<file path="config.mk">
export PLATFORM = sky130hd
export DESIGN_NAME = spi_rr_sched
export DESIGN_NICKNAME = d
export VERILOG_FILES = /design/src/rtl/spi_rr_sched.sv
export SDC_FILE = /design/constraint.sdc
export NUM_CORES = 1
export LEC_CHECK = 0
export CAP_MARGIN = 40
export CELL_PAD_IN_SITES_DETAIL_PLACEMENT = 0
export CELL_PAD_IN_SITES_GLOBAL_PLACEMENT = 1
export CORE_ASPECT_RATIO = 1.1
export CORE_MARGIN = 2
export CORE_UTILIZATION = 33
export CTS_CLUSTER_SIZE = 16
export DETAILED_ROUTE_END_ITERATION = 10
export PLACE_DENSITY = 0.8
export SLEW_MARGIN = 20
export SYNTH_ARGS = -nofsm -noshare
export SYNTH_HDL_FRONTEND = slang
export SYNTH_SLANG_ARGS = --single-unit
</file>
<file path="constraint.sdc">
create_clock -name clk -period 2.4 [get_ports clk]
set_input_delay 0.48 -clock clk [delete_from_list [all_inputs] [get_ports clk]]
set_output_delay 0.48 -clock clk [all_outputs]
set_load 0.01 [all_outputs]
</file>
<file path="src/rtl/spi_rr_sched.sv">
// ---------------------------------------------------------------------------
// spi_rr_sched
//
// Shares one serial packet-read engine between NREQ requesters. Pending
// requests are arbitrated round-robin. The winner's chip-select index and
// clock-scaler value are routed to the engine and one transfer is launched.
// The captured word is then handed back to the winner together with a
// one-cycle ack pulse. If the engine never reports completion, a watchdog
// ends the wait and the ack carries an error flag instead.
//
// Ports
//   clk         system clock, all logic on the rising edge
//   rst_n       asynchronous active-low reset
//   req         level request per requester, held until its ack
//   scaler_cfg  per-requester scaler, slice i = bits [i*W +: W]
//   ack         one-hot, one-cycle pulse: result for requester i is ready
//   rd_data     result word, valid while ack is non-zero (0 otherwise)
//   err         high with ack when the transfer timed out
//   eng_start   one-cycle launch pulse to the engine
//   eng_sel     chip-select route index, stable from eng_start to ack
//   eng_scaler  scaler routed to the engine, stable from eng_start to ack
//   eng_busy    engine is mid-transfer; blocks new grants
//   eng_done    one-cycle pulse from the engine: eng_data is valid
//   eng_data    word captured by the engine
//   sched_busy  high whenever the scheduler is not idle
// ---------------------------------------------------------------------------
module spi_rr_sched #(
    parameter int NREQ = 4,
    parameter int W    = 8,
    parameter int PKG  = 16,
    parameter int TMO  = 1024
) (
    input  logic                      clk,
    input  logic                      rst_n,
    input  logic [NREQ-1:0]           req,
    input  logic [NREQ*W-1:0]         scaler_cfg,
    output logic [NREQ-1:0]           ack,
    output logic [PKG-1:0]            rd_data,
    output logic                      err,
    output logic                      eng_start,
    output logic [$clog2(NREQ)-1:0]   eng_sel,
    output logic [W-1:0]              eng_scaler,
    input  logic                      eng_busy,
    input  logic                      eng_done,
    input  logic [PKG-1:0]            eng_data,
    output logic                      sched_busy
);

    localparam int SW = $clog2(NREQ);
    // The watchdog has to be able to hold the value TMO itself.
    localparam int CW = $clog2(TMO + 1);

    localparam logic [1:0] IDLE    = 2'd0;
    localparam logic [1:0] LAUNCH  = 2'd1;
    localparam logic [1:0] WAIT    = 2'd2;
    localparam logic [1:0] DELIVER = 2'd3;

    localparam logic [NREQ-1:0] ONE_HOT0 = NREQ'(1);

    logic [1:0]    state;
    logic [SW-1:0] ptr;
    logic [CW-1:0] wdog;
    logic          grant_found;
    logic [SW-1:0] grant_idx;

    // Round-robin pick. Scan upward from the requester after the last
    // winner and wrap around, so the last winner is checked last. That gives
    // it the lowest priority in the next arbitration.
    always_comb begin
        logic [SW-1:0] idx;
        grant_found = 1'b0;
        grant_idx   = '0;
        idx         = '0;
        for (int k = 1; k <= NREQ; k++) begin
            idx = SW'((int'(ptr) + k) % NREQ);
            if (!grant_found && req[idx]) begin
                grant_found = 1'b1;
                grant_idx   = idx;
            end
        end
    end

    // Main control sequence. The flow is IDLE -> LAUNCH -> WAIT -> DELIVER.
    // eng_start and ack default low every cycle, so each one is a single-cycle
    // pulse that is raised only on entry to LAUNCH or DELIVER.
    //
    // In WAIT, eng_done is tested before the watchdog limit. A completion that
    // lands in the same cycle as the limit therefore still counts as success.
    //
    // eng_sel holds the current grant for the whole transfer. The ack decode
    // and the pointer update both read it, so no separate grant register is
    // needed.
    always_ff @(posedge clk or negedge rst_n) begin
        if (!rst_n) begin
            state      <= IDLE;
            ptr        <= SW'(NREQ - 1);
            wdog       <= '0;
            ack        <= '0;
            rd_data    <= '0;
            err        <= 1'b0;
            eng_start  <= 1'b0;
            eng_sel    <= '0;
            eng_scaler <= '0;
            sched_busy <= 1'b0;
        end else begin
            eng_start <= 1'b0;
            ack       <= '0;
            case (state)
                IDLE: begin
                    if (grant_found && !eng_busy) begin
                        eng_sel    <= grant_idx;
                        eng_scaler <= scaler_cfg[int'(grant_idx)*W +: W];
                        eng_start  <= 1'b1;
                        sched_busy <= 1'b1;
                        state      <= LAUNCH;
                    end
                end
                LAUNCH: begin
                    wdog  <= '0;
                    state <= WAIT;
                end
                WAIT: begin
                    if (eng_done) begin
                        rd_data <= eng_data;
                        err     <= 1'b0;
                        ack     <= ONE_HOT0 << eng_sel;
                        state   <= DELIVER;
                    end else if (wdog == CW'(TMO)) begin
                        rd_data <= '0;
                        err     <= 1'b1;
                        ack     <= ONE_HOT0 << eng_sel;
                        state   <= DELIVER;
                    end else begin
                        wdog <= wdog + 1'b1;
                    end
                end
                DELIVER: begin
                    ptr        <= eng_sel;
                    rd_data    <= '0;
                    err        <= 1'b0;
                    sched_busy <= 1'b0;
                    state      <= IDLE;
                end
                default: begin
                    sched_busy <= 1'b0;
                    state      <= IDLE;
                end
            endcase
        end
    end

endmodule

</file>
## Yosys cells after proc, flatten, opt, wreduce, memory -nomap -nowiden

Index checks and enable logic that the tools add are counted.

- Bits in registers: 48
- Output and inout port bits: 33

- Reduce and logical (&&, ||, !) cells: 17
- Add/sub/neg operators: 5
- Order comparisons: 4
- Multiplexer cells: 36
- Shift operators: 2
- Eq/ne operators: 8

Operator list:

| kind | count |
|---|---|
| two-way mux 16 bit | 2 |
| one-hot mux 16 bit (2 select lines) | 1 |
| variable part select 32 x 6 -> 8 bit | 1 |
| two-way mux 11 bit | 2 |
| one-hot mux 11 bit (2 select lines) | 1 |
| two-way mux 2 bit | 7 |
| two-way mux 1 bit | 13 |
| < comparator 2 x 3 -> 1 bit, second input constant | 4 |
| two-way mux 4 bit | 3 |
| adder 11 x 1 -> 11 bit, second input constant | 1 |
| equality test 11 bit, second input constant | 1 |
| binary-select mux 1 bit (select 2 bit) | 4 |
| one-hot mux 2 bit (4 select lines) | 1 |
| AND reduction 2 bit | 4 |
| != test 2 bit, second input constant | 3 |
| nonzero test 2 bit | 3 |
| adder 2 x 1 -> 2 bit, second input constant | 2 |
| adder 2 bit, second input constant | 2 |
| equality test 2 bit, second input constant | 2 |
| logical AND 1 bit | 4 |
| logical NOT 1 bit | 4 |
| one-hot mux 1 bit (2 select lines) | 2 |
| << shifter 1 x 2 -> 4 bit, first input constant | 1 |
| != test 3 bit, second input constant | 1 |
| 3 further kinds | 3 |

## Depth between registers and ports, before layout

Gate-level depths: netlist of run 1.

- Depth after elaboration: 16
- Mapped depth: 8
- Mapped depth without buffers: 7

## Worst setup path after synthesis of run 1

No wires, ideal clock.

- Path type: reg2reg
- From: register ptr[1]
- To: register eng_scaler[0]
- Data required time: 2.259 ns
- Arrival: 1.786 ns
- Period minus slack after synthesis: 1.927 ns
- Setup time: 0.141 ns
- Slack: 0.473 ns
- Stages on the path, launching flop included: 8
- Path buffers: 2
- Cells stage by stage: dfstp_2 buf_6 mux2i_1 o21ai_2 nor3_4 buf_12 mux2i_1 o221ai_1

- Word-level cells in the longest chain between the ends: 15
- Elaborated cells between the ends (all ways): 29

RTL lines:

| what | RTL line | source |
|---|---|---|
| start, declared | 61 | `logic [SW-1:0] ptr;` |
| start signal, assigned | 96 | `ptr <= SW'(NREQ - 1);` |
| start signal, assigned | 138 | `ptr <= eng_sel;` |
| branches (longest 15 deep; another with adder 2 x 1 -> 2 bit) | - |  |
| end signal, assigned | 112 | `eng_scaler <= scaler_cfg[int'(grant_idx)*W +: W];` |
| end, declared | 42 | `output logic [W-1:0] eng_scaler,` |

Several ways; the timed one is not identified. The select of a mux whose other input is x is not followed.
A chain may end at the register's enable or synchronous reset.

## Worst setup path in the final report of run 1

- From: register state[0]
- To: register wdog[9]

- Word-level cells in the longest chain between the ends: 3
- Elaborated cells between the ends (all ways): 7

RTL lines:

| what | RTL line | source |
|---|---|---|
| start, declared | 60 | `logic [1:0] state;` |
| start signal, assigned | 95 | `state <= IDLE;` |
| start signal, assigned | 115 | `state <= LAUNCH;` |
| start signal, assigned | 120 | `state <= WAIT;` |
| equality test 2 bit / equality test 2 x 1 -> 1 bit (equally long branches) | 108 | `case (state)` |
| != test 2 bit (no source line) / nonzero test 2 bit (equally long branches) | - |  |
| AND reduction 3 bit (no source line) | - |  |
| end signal, assigned | 134 | `wdog <= wdog + 1'b1;` |
| end, declared | 62 | `logic [CW-1:0] wdog;` |

Several ways; a longest one is shown, not always the timed one.

==> impl_metrics.toml, run 1 <==
[power_and_ir_drop]
vdd_drop_max_mv = 0.5536
p_per_area_nw_per_um2 = 1047
p_switching_mw = 1.295
p_int_mw = 2.413
power.clock.fraction_pct = 17.0
power_frac_seq_pct = 35.3
p_sw_share_pct = 34.92
cellLeakagePower_nw = 1.521
pwr-share-comb_pct = 47.7

[clock_tree]
cts_htree_levels = 2
cts_resized = 0
post_cts_buffers = 0
clock_path_buffers = 2
clock_latency_ps = 300
root_buffer = "clkbuf_8"
path_clk_slew_ps = 90
cts_tree = "done"
holdBufCountCts = 0
cts_sinks = 48
numCtsBuffers = 5

[grt]
grt_usage_pct = 15.52
grt_start_max_net_pins = 34
first_global_vias = 2042
gr-total-overflow = 0
gr-usage-met3_pct = 3.795
grt_pass1_wl_um = 9825
busiest_layer = "met2"
grt_util_met2_pct = 25.20
grt_antenna_before_repair = 0
grt_use_met1_pct = 20.17

[drt]
postRouteAntennaNets = 0
drt_iter0_markers = 64
drcViolationCount = 0
wl_per_cell_um = 14.14
dr.pass1.iters = 4
viasPerCell = 4.934
vias = 2087
drt_wl_total_um = 5981

[setup_path]
slowest_delay_ps = 420
cp_slowest_cell = "or3_1"
crit_type = "register to register"
crit_fanout = 8
critical_path.cell_chain = "inv_1 > ha_1 > nor2b_1 > o2111ai_1 > or3_1 > a21oi_1"
start_kind = "register"
critPathRequiredTime_ps = 2630
cp.arrival_ps = 2250
endpoint_kind = "register"

[floorplan]
core_um2 = 7007
die_y_um = 93.23
rows = 32
start_util_pct = 34.09
dieArea_um2 = 7935
fp.dieW_um = 85.12
io_pins = 89

[timing]
tns_ps = 0
min_period_ps = 2022
finalMaxSlewViolations = 0
fmax_mhz = 494.6
hold_viol_final = 0
postLayoutSetupSlackWorst_ps = 378.2
tightest_slew_ps = 652.5
grt_setup_unrepaired = "false"
period_share_pct = 84.24
finalSetupViolCount = 0
slew_headroom_pct = 56.50
clock_skew_ps = 6.122

[finish]
n_fill_cell = 651
area_growth_pct = 48.30
multi_input_area_um2 = 1087
layout-drive-gt1-share_pct = 7.692
fin_cells = 423
nNetsFinal = 400
diodes = 0
final_util_pct = 50.55
ff_latch_area_um2 = 1204
postLayoutCellArea_um2 = 3542

[placement]
pre_cts_slack_ps = 145.3
place.gp.congestion = 0.7719
post-dp-hpwl_um = 4615
port_buffers = 88
placed_area_um2 = 3416
dpl.cell_count = 415

[logic_synthesis]
ys_ff_latch = 48
syn_inst = 243
yosysTopAreaCell = "dfrtp_1"
netlist.area_leader.share_pct = 48.19
synth_top_cells_by_area = "dfrtp_1 48%, nand2_1 8.2%, mux2i_1 7.1%"
yosys_most_used_dff = "dfrtp_1"
async_reset_ff_share_pct = 100.0
synth_edf_count = 0
synth.top_cells.by_count = "52 x nand2_1, 46 x dfrtp_1, 22 x o21ai_0"
yosysSeqAreaShare_pct = 50.39
synth_nets = 306
synth.most_common_cell = "nand2_1"
ys_types = 41
synth.cell_area_um2 = 2389
synth.avg_cell_area_um2 = 9.829
yosys_warnings = 0

[worst_hold_path]
hp-class = "primary input to async pin"

[outcome]
status = "complete, no violations"

[job]
maxCapViolations = 0
-- power groups by stage --
stage	logic [mW]	registers [mW]	clock network [mW]
after floorplan	0.836	1.40	0
after CTS	1.80	1.32	0.649
final	1.77	1.31	0.630
after global routing	1.96	1.35	0.696
after detailed placement	1.80	1.33	0
after global placement	1.77	1.32	0
-- cell type report --
cell class	instances	area share, %
Sequential cell	48	33.98
Multi-Input combinational cell	175	30.70
Timing Repair Buffer	97	27.69
Tap cell	85	3.002
Clock buffer	7	2.720
Inverter	10	1.060
Clock inverter	1	0.8478
-- cells by family after synthesis --
group | count (synthesis) | share of synthesized area (%)
adder cells (fa/ha/maj) | 7 | 3.667
multiplexers | 19 | 8.067
XOR/XNOR | 4 | 1.467
AO/OA/AOI/OAI | 53 | 13.99
buffers and inverters | 20 | 4.243
AND/OR/NAND/NOR | 92 | 18.18
flip-flops | 48 | 50.39
-- layer usage --
metal / share of wire, % / routed length, µm
met1: 42 / 2540
met2: 50 / 2977
met3: 6.3 / 376
met4: 1.5 / 87
met5: 0 / 0
-- path summary, 6_finish.rpt --
path	startpoint	to	slack (ps)	cells after the start
setup reg to reg	state[0]	wdog[9]	380	6
hold reg to reg	err	err	480	2
setup / recovery	state[0]	wdog[9]	380	6
min in group clk	err	err	480	2
hold / removal	rst_n	rd_data[2]	200	1
max in group asynchronous	rst_n	state[1]	1650	2
-- state kept, by name, summed over array words and instances (netlist names) --
signal      cells
rd_data        16
wdog           11
eng_scaler      8
ack             4
eng_sel         2
ptr             2
state           2
eng_start       1
err             1
sched_busy      1
-- stage by stage --
stage	power (mW)	hold slack (ps)
after global routing	4.006	237.0
after CTS	3.767	212.9
after detailed placement	3.128	472.0
after floorplan	2.237	184.4
final	3.707	198.0
after global placement	3.090	464.4
-- critical path: cells and delay by family (launching register included) --
family | cells | cell delay (ps)
AO/OA/AOI/OAI | 2 | 500
buffers and inverters | 1 | 90
adder cells (fa/ha/maj) | 1 | 300
flip-flops | 1 | 380
AND/OR/NAND/NOR | 2 | 690
-- cells in the final DEF, fill, tap and decap left out, types with 2 or more instances in the layout --
cell type        synthesis  routed
xnor2_1                  4       4
a21oi_1                  7       7
ha_1                     7       7
nor2_1                  11      11
o22ai_1                  2       2
buf_12                   1       3
nor3_1                   3       3
mux2i_1                 17      17
buf_4                    0       6
nand2_1                 52      52
nor2b_1                  6       6
nand3_1                  2       2
a41oi_1                  2       2
o21ai_1                  2       2
clkdlybuf4s50_1          0      87
inv_1                   10      10
o21ai_0                 22      22
or3_1                    4       4
o221ai_1                 8       8
nand2b_1                 3       3
nor4_1                   2       2
o31ai_1                  2       2
dfrtp_1                 46      46
nand3b_1                 2       2
clkbuf_8                 0       7
nor3b_1                  3       3
dfstp_2                  2       2
Power figures use the tool's default switching activity.
==> run 2, diff against run 1 <==
==> constraint.sdc (replaced) <==
create_clock -name clk -period 2.01 [get_ports clk]
set_input_delay 0.402 -clock clk [delete_from_list [all_inputs] [get_ports clk]]
set_output_delay 0.402 -clock clk [all_outputs]
set_load 0.01 [all_outputs]
==> impl_metrics.toml, run 2 (synthesis gave the netlist of run 1 again) <==
[drt]
wl_per_cell_um = 13.64
vias = 2090
postRouteAntennaNets = 0
viasPerCell = 4.794
drt_wl_total_um = 5948
drcViolationCount = 0
drt_iter0_markers = 72
dr.pass1.iters = 4

[power_and_ir_drop]
pwr-share-comb_pct = 49.5
power.clock.fraction_pct = 15.4
p_switching_mw = 1.563
p_int_mw = 2.871
power_frac_seq_pct = 35.1
p_per_area_nw_per_um2 = 1217
vdd_drop_max_mv = 0.5753
cellLeakagePower_nw = 1.582
p_sw_share_pct = 35.25

[grt]
gr-total-overflow = 0
grt_pass1_wl_um = 9653
grt_start_max_net_pins = 34
first_global_vias = 1968
grt_antenna_before_repair = 0
grt_usage_pct = 15.26

[placement]
port_buffers = 88
post-dp-hpwl_um = 4494
place.gp.congestion = 0.8083

[timing]
period_share_pct = 90.71
hold_ws_ps = 54.74
fmax_mhz = 548.5
tightest_slew_ps = 502.6
slew_headroom_pct = 66.49
clock_skew_ps = 7.758
min_period_ps = 1823
hold_viol_final = 0
grt_setup_unrepaired = "false"
finalMaxSlewViolations = 0
finalSetupViolCount = 0

[setup_path]
critPathRequiredTime_ps = 2200
critical_path.cell_chain = "nor4_1 > a41oi_1 > o21bai_2 > buf_12 > nand2_1 > o21ai_0"
endpoint_kind = "register"
cp_num_buf_inv = 1
start_kind = "register"
crit_family = "compound AO/OA/AOI/OAI gates"
crit_type = "register to register"
crit_fanout = 33
cp_slowest_cell = "dfrtp_1"
r2r-start = "wdog[2]"
slowest_delay_ps = 440
startpoint = "wdog[2]"
cp.arrival_ps = 2010

[finish]
final_util_pct = 51.98
final_cell_mix = "87 x clkdlybuf4s50_1, 52 x nand2_1, 46 x dfrtp_1, 22 x o21ai_0, 18 x buf_4"
largest_register = "rd_data"
largestRegisters = "rd_data (16), wdog (11), eng_scaler (8)"
area_growth_pct = 52.49
n_fill_cell = 663
nNetsFinal = 413
layout-drive-gt1-share_pct = 11.40
layout_commonest_cell = "clkdlybuf4s50_1"
diodes = 0
largest_reg_flops = 16

[clock_tree]
path_clk_slew_ps = 90
root_buffer = "clkbuf_8"
numCtsBuffers = 5
cts_htree_levels = 2
cts_sinks = 48
holdBufCountCts = 0
clock_latency_ps = 300
clock_path_buffers = 2
cts_tree = "done"

[floorplan]
start_util_pct = 34.09
die_y_um = 93.23
rows = 32
io_pins = 89
core_um2 = 7007
dieArea_um2 = 7935
fp.dieW_um = 85.12

[worst_hold_path]
hp-class = "primary input to async pin"

[outcome]
status = "complete, no violations"

[job]
maxCapViolations = 0
## run 2: timing repair
item	4_1_cts	5_1_grt
resized for setup	0	2
endpoints found under the setup margin	0	2
setup buffers	0	0
## run 2: worst paths after layout
check | slack (ps) | to | cells past startpoint
hold reg to reg | 490 | rd_data[12] | 2
hold / removal | 50 | rd_data[2] | 1
setup / recovery | 190 | rd_data[1] | 6
min in group clk | 490 | rd_data[12] | 2
max in group asynchronous | 1340 | ptr[0] | 2
setup reg to reg | 190 | rd_data[1] | 6
## run 2: layout make-up
type                       count  area [µm²]  share of cell area, %
timing repair buffer         110        1091                  29.96
multi-input combinational    175        1096                  30.09
sequential                    48        1204                  33.05
clock inverter                 2       35.03                 0.9619
inverter                      10       37.54                  1.031
clock buffer                   6       72.57                  1.992
tap                           85       106.4                  2.920
## run 2: per-layer routing
metal,vias to the layer above,wire length (µm),track usage (%)
met5,-,0,0
met3,9,340,4.060
met2,51,2817,24.87
met1,972,2688,19.95
li1,1058,-,-
met4,0,101,4.365
## run 2: power groups by stage
stage / Combinational [mW] / Clock, mW / Sequential [mW]
final: 2.20 / 0.683 / 1.55
after global routing: 2.40 / 0.754 / 1.61
after CTS: 2.22 / 0.716 / 1.56
after detailed placement: 2.22 / 0 / 1.57
after global placement: 2.19 / 0 / 1.56
after floorplan: 0.998 / 0 / 1.67
## run 2: stage by stage
stage / power [mW] / TNS, ps / setup WS (ps) / cell area [µm²] / cells
finish: 4.433 / 0 / 186.7 / 3642 / 436
global route: 4.769 / 0 / 42.81 / 3642 / 436
CTS: 4.493 / 0 / 124.1 / 3633 / 436
detailed placement: 3.788 / -1066 / -131.2 / 3526 / 428
global placement: 3.752 / -773.9 / -92.25 / 3526 / 428
floorplan: 2.672 / 0 / 82.84 / 2389 / 243
==> run 3, diff against run 2 <==
--- a/config.mk
+++ b/config.mk
@@ -9,7 +9,6 @@
 export CELL_PAD_IN_SITES_DETAIL_PLACEMENT = 0
 export CELL_PAD_IN_SITES_GLOBAL_PLACEMENT = 1
 export CORE_ASPECT_RATIO = 1.1
-export CORE_MARGIN = 2
 export CORE_UTILIZATION = 33
 export CTS_CLUSTER_SIZE = 16
 export DETAILED_ROUTE_END_ITERATION = 10
@@ -18,3 +17,4 @@
 export SYNTH_ARGS = -nofsm -noshare
 export SYNTH_HDL_FRONTEND = slang
 export SYNTH_SLANG_ARGS = --single-unit
+export TNS_END_PERCENT = 50
==> impl_metrics.toml, run 3 (synthesis gave the netlist of run 1 again) <==
[clock_tree]
root_buffer = "clkbuf_8"
clock_path_buffers = 2
holdBufCountCts = 0
cts_resized = 0
post_cts_buffers = 0
cts_sinks = 48
clock_latency_ps = 300
numCtsBuffers = 5
path_clk_slew_ps = 90
cts_htree_levels = 2
cts_tree = "done"

[setup_path]
r2r_end = "wdog[5]"
start_kind = "register"
critPathRequiredTime_ps = 2240
crit_type = "register to register"
crit_fanout = 6
endpoint_kind = "register"
r2r-start = "state[0]"
r2r_cells = 6
cp.arrival_ps = 2090
regToRegSetupSlack_ps = 150

[power_and_ir_drop]
vdd_drop_max_mv = 0.5913
p_per_area_nw_per_um2 = 1201
cellLeakagePower_nw = 1.541
p_total_mw = 4.301

[worst_hold_path]
hp-class = "primary input to async pin"

[timing]
tightest_slew_ps = 502.6
period_share_pct = 92.46
tns_ps = 0
fmax_mhz = 538.1
hold_ws_ps = 53.79
clock_skew_ps = 10.52
slew_headroom_pct = 66.50
postLayoutSetupSlackWorst_ps = 151.5
min_period_ps = 1859
finalMaxSlewViolations = 0
hold_viol_final = 0
finalSetupViolCount = 0
grt_setup_unrepaired = "true"

[finish]
nNetsFinal = 408
layout_commonest_cell = "clkdlybuf4s50_1"
diodes = 0
final_cell_mix = "87 x clkdlybuf4s50_1, 52 x nand2_1, 46 x dfrtp_1, 22 x o21ai_0, 17 x mux2i_1"
largest_register = "rd_data"
largest_reg_flops = 16
n_fill_cell = 648
fin_cells = 431
area_growth_pct = 49.92
largestRegisters = "rd_data (16), wdog (11), eng_scaler (8)"
layout-drive-gt1-share_pct = 9.827

[drt]
viasPerCell = 4.879
dr.pass1.iters = 5
wl_per_cell_um = 13.91
drcViolationCount = 0
vias = 2103
drt_iter0_markers = 74
postRouteAntennaNets = 0
drt_wl_total_um = 5995

[grt]
gr-total-overflow = 0
grt_pass1_wl_um = 10060
first_global_vias = 2078
grt_usage_pct = 16.63
grt_antenna_before_repair = 0
grt_start_max_net_pins = 34

[job]
maxCapViolations = 0

[placement]
place.gp.congestion = 0.7805
dpl.cell_count = 423
post-dp-hpwl_um = 4573
port_buffers = 88
pre_cts_slack_ps = -119.2

[floorplan]
io_pins = 89
core_um2 = 7007
rows = 32
dieArea_um2 = 7583
die_y_um = 91.23
fp.dieW_um = 83.12
start_util_pct = 34.09

[outcome]
status = "complete, no violations"
run 3: area by class of cell:
class,instances,area [µm²],share of cell area (%)
multi-input cells,175,1087,30.36
clock buffers,5,68.82,1.922
repair buffers,105,1054,29.42
clock inverters,3,23.77,0.6639
inverters,10,37.54,1.048
flip-flops and latches,48,1204,33.61
well taps,85,106.4,2.970
run 3: worst max-delay path by stage:
stage | slack [ps] | cells after the start | startpoint | to
after floorplan | 80 | 7 | ptr[1] | eng_scaler[0]
after global placement | -40 | 7 | req[2] | eng_scaler[4]
after detailed placement | -120 | 7 | req[0] | eng_scaler[4]
after CTS | 140 | 6 | state[0] | wdog[8]
after global routing | -30 | 6 | state[0] | wdog[5]
final | 150 | 6 | state[0] | wdog[5]
run 3: routing by layer:
| layer | global-route usage [%] | share of wire, % |
|---|---|---|
| met4 | 7.040 | 2.3 |
| met1 | 21.72 | 46 |
| met2 | 26.43 | 48 |
| met5 | 0 | 0 |
| met3 | 3.818 | 3.7 |
run 3: worst max-delay path, stage by stage, from the launching register on:
cell,delay [ps]
dfrtp_1,380
inv_1,100
ha_1,250
nor2b_1,250
o2111ai_1,300
or3_1,380
a21oi_1,140
run 3: power by group:
group	leakage [nW]	switching (mW)	internal [mW]	total [mW]
sequential	0.627	0.243	1.33	1.57
combinational	0.874	0.998	1.14	2.14
clock	0.0404	0.342	0.247	0.589
run 3: stage by stage:
stage	utilization [%]	area [µm²]
6_report	51.11	3581
5_1_grt	51.11	3581
4_1_cts	51.11	3581
3_5_place_dp	49.79	3488
3_3_place_gp	49.79	3488
2_1_floorplan	-	2389
